===== src/rtl/vga_timing_pkg.sv =====
// VGA raster timing: default 640x480@60 constants and phase enums
// shared by the sync controller and its counters.
package vga_timing_pkg;

  localparam int CNT_W = 10;

  localparam int DEF_H_ACTIVE = 640;
  localparam int DEF_H_FRONT  = 16;
  localparam int DEF_H_SYNC   = 96;
  localparam int DEF_H_BACK   = 48;
  localparam int DEF_V_ACTIVE = 480;
  localparam int DEF_V_FRONT  = 10;
  localparam int DEF_V_SYNC   = 2;
  localparam int DEF_V_BACK   = 33;

  localparam int DEF_H_TOTAL =
    DEF_H_ACTIVE + DEF_H_FRONT + DEF_H_SYNC + DEF_H_BACK;
  localparam int DEF_V_TOTAL =
    DEF_V_ACTIVE + DEF_V_FRONT + DEF_V_SYNC + DEF_V_BACK;

  typedef enum logic [1:0] {
    H_ACT,
    H_FP,
    H_SYN,
    H_BP
  } h_phase_t;

  typedef enum logic [1:0] {
    V_ACT,
    V_FP,
    V_SYN,
    V_BP
  } v_phase_t;

  function automatic logic sync_level(
    input logic in_sync,
    input logic pol
  );
    return in_sync ? pol : ~pol;
  endfunction

endpackage


===== src/rtl/vga_sync_controller_counter.sv =====
// Generic up-counter with synchronous Clear, Load and Count;
// priority is Clear > Load > Count.
module counter #(
  parameter int W = 10
) (
  input  logic         Clock,
  input  logic         Clear,
  input  logic         Count,
  input  logic         Load,
  input  logic [W-1:0] D,
  output logic [W-1:0] Q
);

  always_ff @(posedge Clock) begin
    if (Clear)
      Q <= '0;
    else if (Load)
      Q <= D;
    else if (Count)
      Q <= Q + 1'b1;
  end

endmodule


===== src/rtl/vga_sync_controller.sv =====
// VGA sync sequencer: two raster counters plus H/V phase FSMs
// decoded into sync, blanking, coordinates and a frame pulse.
module vga_sync_controller
  import vga_timing_pkg::*;
#(
  parameter int   H_ACTIVE = DEF_H_ACTIVE,
  parameter int   H_FRONT  = DEF_H_FRONT,
  parameter int   H_SYNC   = DEF_H_SYNC,
  parameter int   H_BACK   = DEF_H_BACK,
  parameter int   V_ACTIVE = DEF_V_ACTIVE,
  parameter int   V_FRONT  = DEF_V_FRONT,
  parameter int   V_SYNC   = DEF_V_SYNC,
  parameter int   V_BACK   = DEF_V_BACK,
  parameter logic SYNC_POL = 1'b0
) (
  input  logic             Clock,
  input  logic             Clear,
  input  logic             PixelEn,
  output logic             HSync,
  output logic             VSync,
  output logic             VideoOn,
  output logic [CNT_W-1:0] X,
  output logic [CNT_W-1:0] Y,
  output logic             FrameStart
);

  localparam int H_TOTAL =
    H_ACTIVE + H_FRONT + H_SYNC + H_BACK;
  localparam int V_TOTAL =
    V_ACTIVE + V_FRONT + V_SYNC + V_BACK;

  // last count of each phase; the FSM leaves the phase there
  localparam logic [CNT_W-1:0] H_ACT_END =
    CNT_W'(H_ACTIVE - 1);
  localparam logic [CNT_W-1:0] H_FP_END =
    CNT_W'(H_ACTIVE + H_FRONT - 1);
  localparam logic [CNT_W-1:0] H_SYN_END =
    CNT_W'(H_ACTIVE + H_FRONT + H_SYNC - 1);
  localparam logic [CNT_W-1:0] H_LAST =
    CNT_W'(H_TOTAL - 1);

  localparam logic [CNT_W-1:0] V_ACT_END =
    CNT_W'(V_ACTIVE - 1);
  localparam logic [CNT_W-1:0] V_FP_END =
    CNT_W'(V_ACTIVE + V_FRONT - 1);
  localparam logic [CNT_W-1:0] V_SYN_END =
    CNT_W'(V_ACTIVE + V_FRONT + V_SYNC - 1);
  localparam logic [CNT_W-1:0] V_LAST =
    CNT_W'(V_TOTAL - 1);

  logic [CNT_W-1:0] h_cnt;
  logic [CNT_W-1:0] v_cnt;
  logic             h_wrap;
  logic             v_wrap;
  logic             v_step;

  h_phase_t h_state, h_next;
  v_phase_t v_state, v_next;

  assign h_wrap = PixelEn & (h_cnt == H_LAST);
  assign v_step = h_wrap;
  assign v_wrap = h_wrap & (v_cnt == V_LAST);

  counter #(.W(CNT_W)) u_h_cnt (
    .Clock (Clock),
    .Clear (Clear),
    .Count (PixelEn),
    .Load  (h_wrap),
    .D     ('0),
    .Q     (h_cnt)
  );

  counter #(.W(CNT_W)) u_v_cnt (
    .Clock (Clock),
    .Clear (Clear),
    .Count (v_step),
    .Load  (v_wrap),
    .D     ('0),
    .Q     (v_cnt)
  );

  always_ff @(posedge Clock) begin
    if (Clear) begin
      h_state <= H_ACT;
      v_state <= V_ACT;
    end else begin
      h_state <= h_next;
      v_state <= v_next;
    end
  end

  always_comb begin
    h_next = h_state;
    if (PixelEn) begin
      unique case (h_state)
        H_ACT: if (h_cnt == H_ACT_END) h_next = H_FP;
        H_FP:  if (h_cnt == H_FP_END)  h_next = H_SYN;
        H_SYN: if (h_cnt == H_SYN_END) h_next = H_BP;
        H_BP:  if (h_cnt == H_LAST)    h_next = H_ACT;
        default: h_next = H_ACT;
      endcase
    end
  end

  // vertical phase moves only on the line-wrap tick
  always_comb begin
    v_next = v_state;
    if (v_step) begin
      unique case (v_state)
        V_ACT: if (v_cnt == V_ACT_END) v_next = V_FP;
        V_FP:  if (v_cnt == V_FP_END)  v_next = V_SYN;
        V_SYN: if (v_cnt == V_SYN_END) v_next = V_BP;
        V_BP:  if (v_cnt == V_LAST)    v_next = V_ACT;
        default: v_next = V_ACT;
      endcase
    end
  end

  always_ff @(posedge Clock) begin
    if (Clear)
      FrameStart <= 1'b0;
    else
      FrameStart <= v_wrap;
  end

  assign HSync   = sync_level(h_state == H_SYN, SYNC_POL);
  assign VSync   = sync_level(v_state == V_SYN, SYNC_POL);
  assign VideoOn = (h_state == H_ACT) & (v_state == V_ACT);
  assign X       = h_cnt;
  assign Y       = v_cnt;

endmodule

===== config.mk =====
export PLATFORM = sky130hd
export DESIGN_NAME = vga_sync_controller
export DESIGN_NICKNAME = d
export VERILOG_FILES = /design/src/rtl/vga_timing_pkg.sv /design/src/rtl/vga_sync_controller_counter.sv /design/src/rtl/vga_sync_controller.sv
export SDC_FILE = /design/constraint.sdc
export NUM_CORES = 1
export LEC_CHECK = 0
export ABC_AREA = 1
export CORE_ASPECT_RATIO = 0.7
export CORE_MARGIN = 2
export CORE_UTILIZATION = 52
export DETAILED_ROUTE_END_ITERATION = 16
export HOLD_SLACK_MARGIN = 0.08
export PLACE_DENSITY = 0.9
export SYNTH_ARGS = -nofsm -noshare
export SYNTH_HDL_FRONTEND = slang
export SYNTH_SLANG_ARGS = --single-unit

===== constraint.sdc =====
create_clock -name Clock -period 1.8 [get_ports Clock]
set_clock_uncertainty 0.05 [all_clocks]
set_input_delay 0.54 -clock Clock [delete_from_list [all_inputs] [get_ports Clock]]
set_output_delay 0.54 -clock Clock [all_outputs]
set_load 0.05 [all_outputs]

### Yosys cells after proc, flatten, opt, wreduce, memory -nomap -nowiden

Cells that the tools add are included.

* register bits: 25
* bits of input ports: 3
* output and inout port bits: 24

* add/sub/neg operators: 2
* equality and inequality tests: 22
* muxes and demuxes: 12
* bitwise operators: 3
* reductions and logical operators: 6

Operators by type and width (count)
* 10-bit equality test (second input constant): 5
* 10-bit by 9-bit equality test with 1-bit output (second input constant): 3
* 10-bit by 1-bit adder with 10-bit output (second input constant): 2
* 2-bit two-way mux: 8
* 2-bit != test (second input constant): 8
* 2-bit case mux with 4 select lines: 2
* 5-bit AND reduction: 2
* 2-bit equality test (second input constant): 4
* 2-bit by 1-bit equality test with 1-bit output (second input constant): 2
* 2-bit zero test: 2
* 2-bit OR reduction: 2
* 1-bit AND: 3
* 1-bit two-way mux: 2

### Depth between registers and ports, before layout

Gate-level depths: netlist of run 1.

* depth after elaboration: 4
* mapped depth: 11

### Hierarchy

Synthesis of run 1 repeated with hierarchy kept, for this count alone.

* cells, all modules: 304
* area, all modules: 1954.4 µm²

Modules (own cells, without submodules)
* counter: instances 2, cells each 85, area an instance 600.6 µm², seq. area each 200.2 µm²
* vga_sync_controller: instances 1, cells each 134, area an instance 753.2 µm², seq. area each 100.1 µm²

### Worst setup path before layout of run 1

No wires, ideal clock.

* path kind: register to register
* start point: register u_h_cnt.Q[1]
* end point: register v_state[1]
* library setup time: 0.115 ns
* arrival time: 1.802 ns
* required time: 1.635 ns
* slack: -0.167 ns
* stages on the path, launching flop included: 11
* clock period less this slack: 1.967 ns
* cells stage by stage: dfxtp_1 -> ha_1 -> nand3_2 -> nor2_2 -> nand2_2 -> nor2_8 -> nand2_2 -> nor2_4 -> nand3_1 -> nand2_1 -> nor2_1

* word-level cells in the longest chain between the ends: 3

RTL lines
* start, declared: line vga_sync_controller_counter.sv:11 `output logic [W-1:0] Q`
* start signal, assigned: line vga_sync_controller_counter.sv:20 `Q <= Q + 1'b1;`
* 10-bit equality test: line vga_sync_controller.sv:60 `assign h_wrap = PixelEn & (h_cnt == H_LAST);`
* 1-bit AND: line vga_sync_controller.sv:60
* 5-bit AND reduction (no source line)
* end signal, assigned: line vga_sync_controller.sv:88 `v_state <= v_next;`
* end, declared: line vga_sync_controller.sv:58 `v_phase_t v_state, v_next;`

Every way passes these cells.
A chain may end at the register's enable or synchronous reset.

### Worst setup path after layout of run 1

* start point: register v_state[0]
* end point: output port VideoOn

* word-level cells in the longest chain between the ends: 2

RTL lines
* 2-bit zero test: line vga_sync_controller.sv:128 `assign VideoOn = (h_state == H_ACT) & (v_state == V_ACT);`
* 1-bit AND: line vga_sync_controller.sv:128
* end, declared: line vga_sync_controller.sv:21 `output logic VideoOn,`

Every way passes these cells.

==> results.md, run 1 <==
- Worst slew margin relative to its limit: 0.710
- Site Rows: 16
- Number of failing setup endpoints in the final timing report: 0
- Die width: 68.9 um
- Proportion of netlist area held by the largest area contributor: 0.326
- Placeable core region: approximately 2800 um^2
- Average size of a mapped cell: between 6 and 7 um^2
- Net switching power of the design: between 200 and 250 uW
- CP max stage delay: around 0.35 ns
- Critical Path Start Type: flip-flop
- Cell with the most instances on the worst path: sky130_fd_sc_hd__inv_1
- Fraction of layout instances using a drive strength above 1: 0.286
- Maximum clock path buffer count: 2
- Via-to-Cell Ratio: about 5.5
- H-Tree Depth: 1
- Flop pwr share: 0.567
- Cell with the largest stage delay on the worst path: sky130_fd_sc_hd__dfxtp_2
- Total standard cell area after synthesis: 1540 um^2
- Cell Chain, Critical Path: inv_1, ha_4, nand2_1, inv_1, buf_12
- Leading post-synthesis cells by cell area: sky130_fd_sc_hd__dfxtp_1, sky130_fd_sc_hd__nand2_1, sky130_fd_sc_hd__ha_1, sky130_fd_sc_hd__inv_1, sky130_fd_sc_hd__nor2_1
- Insertion delay to the later sink of the worst-skew pair: approximately 0.27 ns
- Critical Path AT: between 1 and 1.5 ns
- Count leader, synth: sky130_fd_sc_hd__nand2_1
- Post-detailed-route wirelength per cell: 14.5 um
- Wire length of the first global-routing pass: approximately 7 mm
- Sw frac: 0.243
- Largest voltage drop on the vdd net: 396 uV
- Combinational group share of total power: 0.084
- Nets in the synthesized netlist: between 200 and 250
- Number of global-route vias before repair: 1501
- Actual transition at the worst max-transition pin: around 0.43 ns
- Power share of the clock group: 0.349
- Starting utilization of the core area: 0.548
- Die extent in y: about 50 um
- Crit path kind: flip-flop to primary output
- Top_reg_cell synth: sky130_fd_sc_hd__dfxtp_1
- Number of maximum-capacitance constraint violations: 0
- Cell Area, Placed: about 2200 um^2
- Max-slew violation count: 0
- Area leader, netlist: sky130_fd_sc_hd__dfxtp_1
- Setup TNS: 0 ns
- Minimum setup slack after placement: -0.338 ns
- Final Routed Wirelength: 4.37 mm
- Worst path setup slack after routing: 0.0154 ns
- Inserted Clock Buffers: 3
- Number of ports placed on the die boundary: 27
- Die area: 3410 um^2
- Result of the run: completed
- Antenna violations before repair: 0
- Global placement routability congestion: 0.869
- Count of port buffers added during placement: 26
- Number of synthesized flops with an enable pin: 0
- Detailed Place HPWL: 3.11 mm
- First-pass iteration count of the detailed router: 5
- CP Capture Type: primary output
- Residual antenna-violating net count after detailed routing: 0
- Share of flip-flops with an asynchronous set or reset: 0
- Filler instances: roughly 160
- Sum of internal, switching and leakage power: roughly 1000 uW
- Clock slew at reported path FFs: 0.09 ns
- Nets: 283
- Pin count of the biggest net entering global routing: 15
- Initial DRC count: ~210
- Post-route core utilization: 0.814
- Post-route standard cell area excluding fillers: 2280 um^2
- Number of design rule violations left after detail routing: 0
- Share of synthesized area occupied by flip-flops and latches: 0.326
- RSZ-0062 raised after global routing: yes
- Synth cell types: 25
- Global route total overflow: 0
- Total leakage power: between 0.9 and 1 nW
- Min Clock Period, post-route: 1.78 ns
- Final cycle utilization of the critical path: 0.991
- Critical-path maximum fanout: 4
- Maximum operating frequency: approximately 560 MHz
- Reg-to-reg setup timing slack: around 0.06 ns
- Clock Sinks: 25
- Hold Buf Count CTS: 0
- Yosys reg bits: 25
- Overall global routing resource usage: 0.262
- CTS tree: built
- Signed area change from the synthesized netlist to the final layout: 48.6%
- Pwr dens: around 430 nW/um^2
- Endpoint required time on the critical path: roughly 1.2 ns
- Number of endpoints with negative hold slack in the final report: 0
- Cell chosen for the clock root: sky130_fd_sc_hd__clkbuf_8
- Min-delay worst type: flip-flop to flip-flop
- Internal power contribution: 750 uW
- Total via count in the routed design: about 1700
- Total number of yosys warnings: 0
- Antenna Diode Count: 0
- Top post-synthesis cells by count: sky130_fd_sc_hd__nand2_1, sky130_fd_sc_hd__inv_1, sky130_fd_sc_hd__nor2_1
- Synthesized instance count: 221
-- registers in the layout, indices dropped and copies added (netlist names) --
register and flops:
u_v_cnt.Q 10, v_state 2, u_h_cnt.Q 10, h_state 2
FrameStart 1
-- per-stage QoR --
step | cells | hold slack [ns]
after floorplan | 221 | 0.443
after global placement | 297 | 0.445
after detailed placement | 297 | 0.481
after CTS | 302 | 0.464
after global routing | 302 | 0.489
final | 302 | 0.466
-- placed cells by master, fill, tap and decap left out, drive strengths merged, types with 2 or more instances in the layout --
cell	count
nor2	37
o21ai	7
nor3	8
inv	38
a21oi	14
xor2	3
buf	40
nand2	51
ha	13
nand4	2
nand3	17
a211oi	2
nor3b	2
clkbuf	3
dfxtp	25
-- area by class of cell --
class                   count  area, um^2  area share
flip-flops and latches     25         513       0.225
clock inverters             1        5.00     0.00219
inverters                  38         143      0.0625
multi-input cells         157         915       0.401
clock buffers               3        41.3      0.0181
well taps                  36        45.0      0.0197
repair buffers             42         619       0.272
-- critical path, delay by kind of cell (launching register included) --
kind / cells / cell delay, ns
fa+ha+maj: 1 / 0.16
simple gates: 1 / 0.06
buf+inv: 3 / 0.36
flops: 1 / 0.35
-- cell families (layout without fill, tap and decap cells) --
group / count (synthesis) / in the layout / synth area share
compound gates: 24 / 24 / 0.0905
xor+xnor: 3 / 3 / 0.0171
fa+ha+maj: 13 / 13 / 0.106
buf+inv: 39 / 84 / 0.0978
flops: 25 / 25 / 0.326
simple gates: 117 / 117 / 0.363
-- path summary, 6_finish.rpt --
path,to,from,cells after the start
worst min register to register,h_state[1]$_SDFFE_PP0P_,h_state[1]$_SDFFE_PP0P_,2
worst max-delay path,VideoOn,v_state[0]$_SDFFE_PP0P_,5
worst max register to register,u_v_cnt.Q[4]$_SDFFE_PP0P_,u_h_cnt.Q[1]$_SDFFE_PP0P_,8
worst min-delay path,h_state[1]$_SDFFE_PP0P_,h_state[1]$_SDFFE_PP0P_,2
-- power groups by stage --
stage | registers, mW | logic, mW | clock network (mW)
4_1_cts | 0.562 | 0.0824 | 0.347
5_1_grt | 0.562 | 0.0894 | 0.378
3_5_place_dp | 0.575 | 0.0826 | 0
3_3_place_gp | 0.574 | 0.0807 | 0
2_1_floorplan | 0.587 | 0.0261 | 0
6_report | 0.562 | 0.0836 | 0.345
-- metal layers --
| metal | vias to the layer above | routed length (um) | global-route usage |
|---|---|---|---|
| li1 | 785 | - | - |
| met1 | 786 | 1910 | 0.386 |
| met2 | 97 | 2020 | 0.391 |
| met3 | 8 | 388 | 0.0571 |
| met4 | 0 | 58 | 0.0556 |
| met5 | - | 0 | 0 |
-- repair_timing --
action / in CTS / in global routing
pin swaps: 1 / 0
resized for setup: 7 / 6
setup buffers: 1 / 0
setup endpoints to repair: 3 / 9
Power figures use the tool's default switching activity.
==> run 2, diff against run 1 <==
- CORE_MARGIN: 2 -> unset
- SETUP_SLACK_MARGIN: unset -> 0.4
==> results.md, run 2 <==
- Top_reg_cell synth: sky130_fd_sc_hd__dfxtp_1
- Count of port buffers added during placement: 26 (unchanged)
- Total number of yosys warnings: 0 (unchanged)
- Yosys reg bits: 25 (unchanged)
- Die width: 66.9 um (-2.9%)
- Share of flip-flops with an asynchronous set or reset: 0 (unchanged)
- Total standard cell area after synthesis: 1540 um^2 (unchanged)
- Nets in the synthesized netlist: 237 (unchanged)
- Post-GRT worst EP: VideoOn
- Average size of a mapped cell: 6.95 um^2 (unchanged)
- Proportion of netlist area held by the largest area contributor: 0.326 (unchanged)
- Cell chosen for the clock root: sky130_fd_sc_hd__clkbuf_8
- H-Tree Depth: 1 (unchanged)
- Count leader, synth: sky130_fd_sc_hd__nand2_1
- Error message: [ERROR DPL-0038] Utilization greater than 100%, impossible to legalize
- Maximum clock path buffer count: 2 (unchanged)
- Failing step: global routing
- Worst endpoint type: output port
- Starting utilization of the core area: 0.548 (unchanged)
- Pin count of the biggest net entering global routing: 14
- Clock Sinks: 25 (unchanged)
- Top post-synthesis cells by count: sky130_fd_sc_hd__nand2_1, sky130_fd_sc_hd__inv_1, sky130_fd_sc_hd__nor2_1
- Synthesized instance count: 221 (unchanged)
- Share of synthesized area occupied by flip-flops and latches: 0.326 (unchanged)
- Area leader, netlist: sky130_fd_sc_hd__dfxtp_1
- Die extent in y: 47.5 um (-4.0%)
- Number of synthesized flops with an enable pin: 0 (unchanged)
- Detailed Place HPWL: 3.05 mm (-1.8%)
- Leading post-synthesis cells by cell area: sky130_fd_sc_hd__dfxtp_1, sky130_fd_sc_hd__nand2_1, sky130_fd_sc_hd__ha_1, sky130_fd_sc_hd__inv_1, sky130_fd_sc_hd__nor2_1
- Synth cell types: 25 (unchanged)
- Result of the run: did not finish
- Global placement routability congestion: 0.897 (+3.2%)
- Inserted Clock Buffers: 3 (unchanged)
- Cell total after placement: 291 (-2.0%)
- Number of ports placed on the die boundary: 27 (unchanged)
- Site Rows: 16 (unchanged)
run 2: cell counts after synthesis:
No cell type changed its count.
run 2: kinds of logic after synthesis:
logic type / share of synthesized area
buffers and inverters: 0.0978
AOI/OAI and AO/OA: 0.0905
and+or+nand+nor: 0.363
adders and majority gates: 0.106
DFF: 0.326
xor gates and xnor gates: 0.0171
run 2: repair_timing:
item,4_1_cts
hold buffers,0
setup buffers,23
gates cloned,1
endpoints found under the hold margin,0
setup endpoints to repair,43
gates resized for setup,66
pin swaps,22
run 2: metrics by stage:
step	worst slack (ns)	hold WS [ns]	util	area [um^2]	setup TNS [ns]
2_1_floorplan	0.201	0.423	-	1660	0
3_3_place_gp	-0.229	0.444	0.805	2260	-2.26
3_5_place_dp	-0.349	0.455	0.805	2260	-3.45
4_1_cts	0.0349	0.477	0.961	2690	0
==> run 3, diff against run 2 <==
- CORE_ASPECT_RATIO: 0.7 -> unset
- CORE_UTILIZATION: 52 -> 40
- HOLD_SLACK_MARGIN: 0.08 -> unset
- PLACE_DENSITY: 0.9 -> unset
- PLACE_DENSITY_LB_ADDON: unset -> 0.15
- SETUP_SLACK_MARGIN: 0.4 -> unset
==> results.md, run 3 (synthesis results as in run 1) <==
- Clock slew at reported path FFs: around 0.1 ns
- Worst path setup slack after routing: approximately 0.043 ns
- Starting utilization of the core area: 0.419 (-0.128)
- Global route total overflow: 0
- Pwr dens: between 400 and 500 nW/um^2
- Nets: a little under 300
- Reg2reg end: u_v_cnt.Q[4]$_SDFFE_PP0P_
- Flop pwr share: 0.567
- Post-route core utilization: 0.638
- Global placement routability congestion: 0.794 (-11%)
- CP Capture Point: VideoOn
- H-Tree Depth: 1 (unchanged)
- Net switching power of the design: between 200 and 250 uW
- Largest voltage drop on the vdd net: ~340 uV
- Power share of the clock group: 0.347
- CP max stage delay: approximately 0.33 ns
- First-pass iteration count of the detailed router: 4
- Critical-path maximum fanout: 3
- Number of global-route vias before repair: 1348
- Minimum setup slack after placement: -0.263 ns (+0.0857 ns)
- Max-slew violation count: 0
- Total leakage power: 0.995 nW
- Reg-to-reg setup timing slack: approximately 0.17 ns
- Largest delay share family, worst path: flip-flops
- Sum of internal, switching and leakage power: roughly 980 uW
- Largest registers: u_h_cnt.Q (10), u_v_cnt.Q (10)
- Number of maximum-capacitance constraint violations: 0
- Startpoint of the worst-slack reg-to-reg timing path: u_v_cnt.Q[1]$_SDFFE_PP0P_
- Number of cell instances on the worst register-to-register path: 9
- Number of failing setup endpoints in the final timing report: 0
- Antenna Diode Count: 0
- Maximum operating frequency: 569 MHz
- Number of endpoints with negative hold slack in the final report: 0
- Final Routed Wirelength: 3.44 mm
- Total via count in the routed design: about 1500
- Cell chosen for the clock root: sky130_fd_sc_hd__clkbuf_8
- CTS tree: built
- Worst slew margin relative to its limit: 0.738
- Internal power contribution: 749 uW
- Residual antenna-violating net count after detailed routing: 0
- Inserted Clock Buffers: 3 (unchanged)
- Insertion delay to the later sink of the worst-skew pair: 0.27 ns
- Setup TNS: 0 ns
- Actual transition at the worst max-transition pin: between 0.3 and 0.4 ns
- Clock Sinks: 25 (unchanged)
- Pin count of the biggest net entering global routing: 15
- Die area: 4090 um^2
- Filler instances: 330
- Hold Buf Count CTS: 0 (unchanged)
- Post-detailed-route wirelength per cell: roughly 11 um
- Count of port buffers added during placement: 26 (unchanged)
- Placeable core region: approximately 3700 um^2
- Number of ports placed on the die boundary: 27 (unchanged)
- Final cycle utilization of the critical path: 0.976
- CP Capture Type: primary output
- Initial DRC count: 38
- Antenna violations before repair: 0
- Critical Path Start Type: flip-flop
- Result of the run: completed
- Number of design rule violations left after detail routing: 0
- Critical Path AT: 1.17 ns
- Via-to-Cell Ratio: ~4.7
- Post-route standard cell area excluding fillers: 2340 um^2
- Cell Chain, Critical Path: inv_1, ha_2, nand2_1, inv_2, buf_12
- Min-delay worst type: flip-flop to flip-flop
- Most common cell after layout, fill and taps aside: sky130_fd_sc_hd__nand2_1
- Commonest non-fill, non-tap cells in the layout: sky130_fd_sc_hd__nand2_1, sky130_fd_sc_hd__inv_1, sky130_fd_sc_hd__nor2_1
- Min Clock Period, post-route: ~1.8 ns
- Overall global routing resource usage: 0.178
- Die extent in y: 64.0 um (+35%)
- Combinational group share of total power: 0.086
- Site Rows: 22 (+6)
- Cell with the largest stage delay on the worst path: sky130_fd_sc_hd__dfxtp_2
- Sw frac: 0.238
- Fraction of layout instances using a drive strength above 1: 0.309
- Signed area change from the synthesized netlist to the final layout: 52.2%
- Detailed Place HPWL: 2.74 mm (-10%)
- Number of gates on the worst path with buffers counted: 5
- Maximum clock path buffer count: 2 (unchanged)
- Start point of the critical path: v_state[0]$_SDFFE_PP0P_
- Wire length of the first global-routing pass: 5.93 mm
- Endpoint required time on the critical path: 1.21 ns
- Cell Area, Placed: 2240 um^2 (-0.94%)
- Crit path buf inv count: 3
- Crit path kind: flip-flop to primary output
- Die width: 64.0 um (-4.5%)
==> run 3: worst min-delay path by stage <==
stage                         startpoint                        end  slack (ns)  cells after the start
2_1_floorplan    v_state[0]$_SDFFE_PP0P_    v_state[0]$_SDFFE_PP0P_        0.44                      2
3_3_place_gp   u_v_cnt.Q[1]$_SDFFE_PP0P_  u_v_cnt.Q[1]$_SDFFE_PP0P_        0.45                      2
3_5_place_dp   u_v_cnt.Q[1]$_SDFFE_PP0P_  u_v_cnt.Q[1]$_SDFFE_PP0P_        0.46                      2
4_1_cts        u_v_cnt.Q[1]$_SDFFE_PP0P_  u_v_cnt.Q[1]$_SDFFE_PP0P_        0.47                      2
5_1_grt        u_v_cnt.Q[1]$_SDFFE_PP0P_  u_v_cnt.Q[1]$_SDFFE_PP0P_        0.49                      2
6_report       u_v_cnt.Q[1]$_SDFFE_PP0P_  u_v_cnt.Q[1]$_SDFFE_PP0P_        0.47                      2
==> run 3: final cells by class <==
class / instances / area [um^2] / area share
Multi-Input combinational cell: 157 / 907 / 0.388
Timing Repair Buffer: 48 / 668 / 0.286
Sequential cell: 25 / 513 / 0.219
Inverter: 38 / 143 / 0.0610
Tap cell: 48 / 60.1 / 0.0257
Clock buffer: 3 / 41.3 / 0.0177
Clock inverter: 1 / 5.00 / 0.00214
==> run 3: stage by stage <==
step                hold slack [ns]  cells
floorplan                     0.443    221
global placement              0.452    313
detailed placement            0.456    313
CTS                           0.470    318
global route                  0.489    320
finish                        0.473    320
==> run 3: what timing repair did <==
item                       4_1_cts  5_1_grt
setup endpoints to repair        3        4
pin swaps                        0        5
setup buffers                    1        2
resized for setup                4       10
==> run 3: layer usage <==
metal / wire length (um) / GRT usage
met1: 1720 / 0.249
met2: 1610 / 0.291
met3: 79 / 0.0179
met4: 25 / 0.0426
met5: 0 / 0
==> run 3: worst reg2reg max path: cells and delay by family (launching register included) <==
kind / cells / cell delay, ns
AND/OR/NAND/NOR: 3 / 0.31
adder cells (fa/ha/maj): 1 / 0.18
AO/OA/AOI/OAI: 3 / 0.42
buffers and inverters: 2 / 0.20
flip-flops: 1 / 0.37
==> run 3: power by group through the flow <==
stage / Combinational (mW) / Clock [mW] / Sequential (mW)
2_1_floorplan: 0.0261 / 0 / 0.587
3_3_place_gp: 0.0839 / 0 / 0.572
3_5_place_dp: 0.0847 / 0 / 0.573
4_1_cts: 0.0849 / 0.346 / 0.559
5_1_grt: 0.0899 / 0.382 / 0.559
6_report: 0.0844 / 0.342 / 0.558
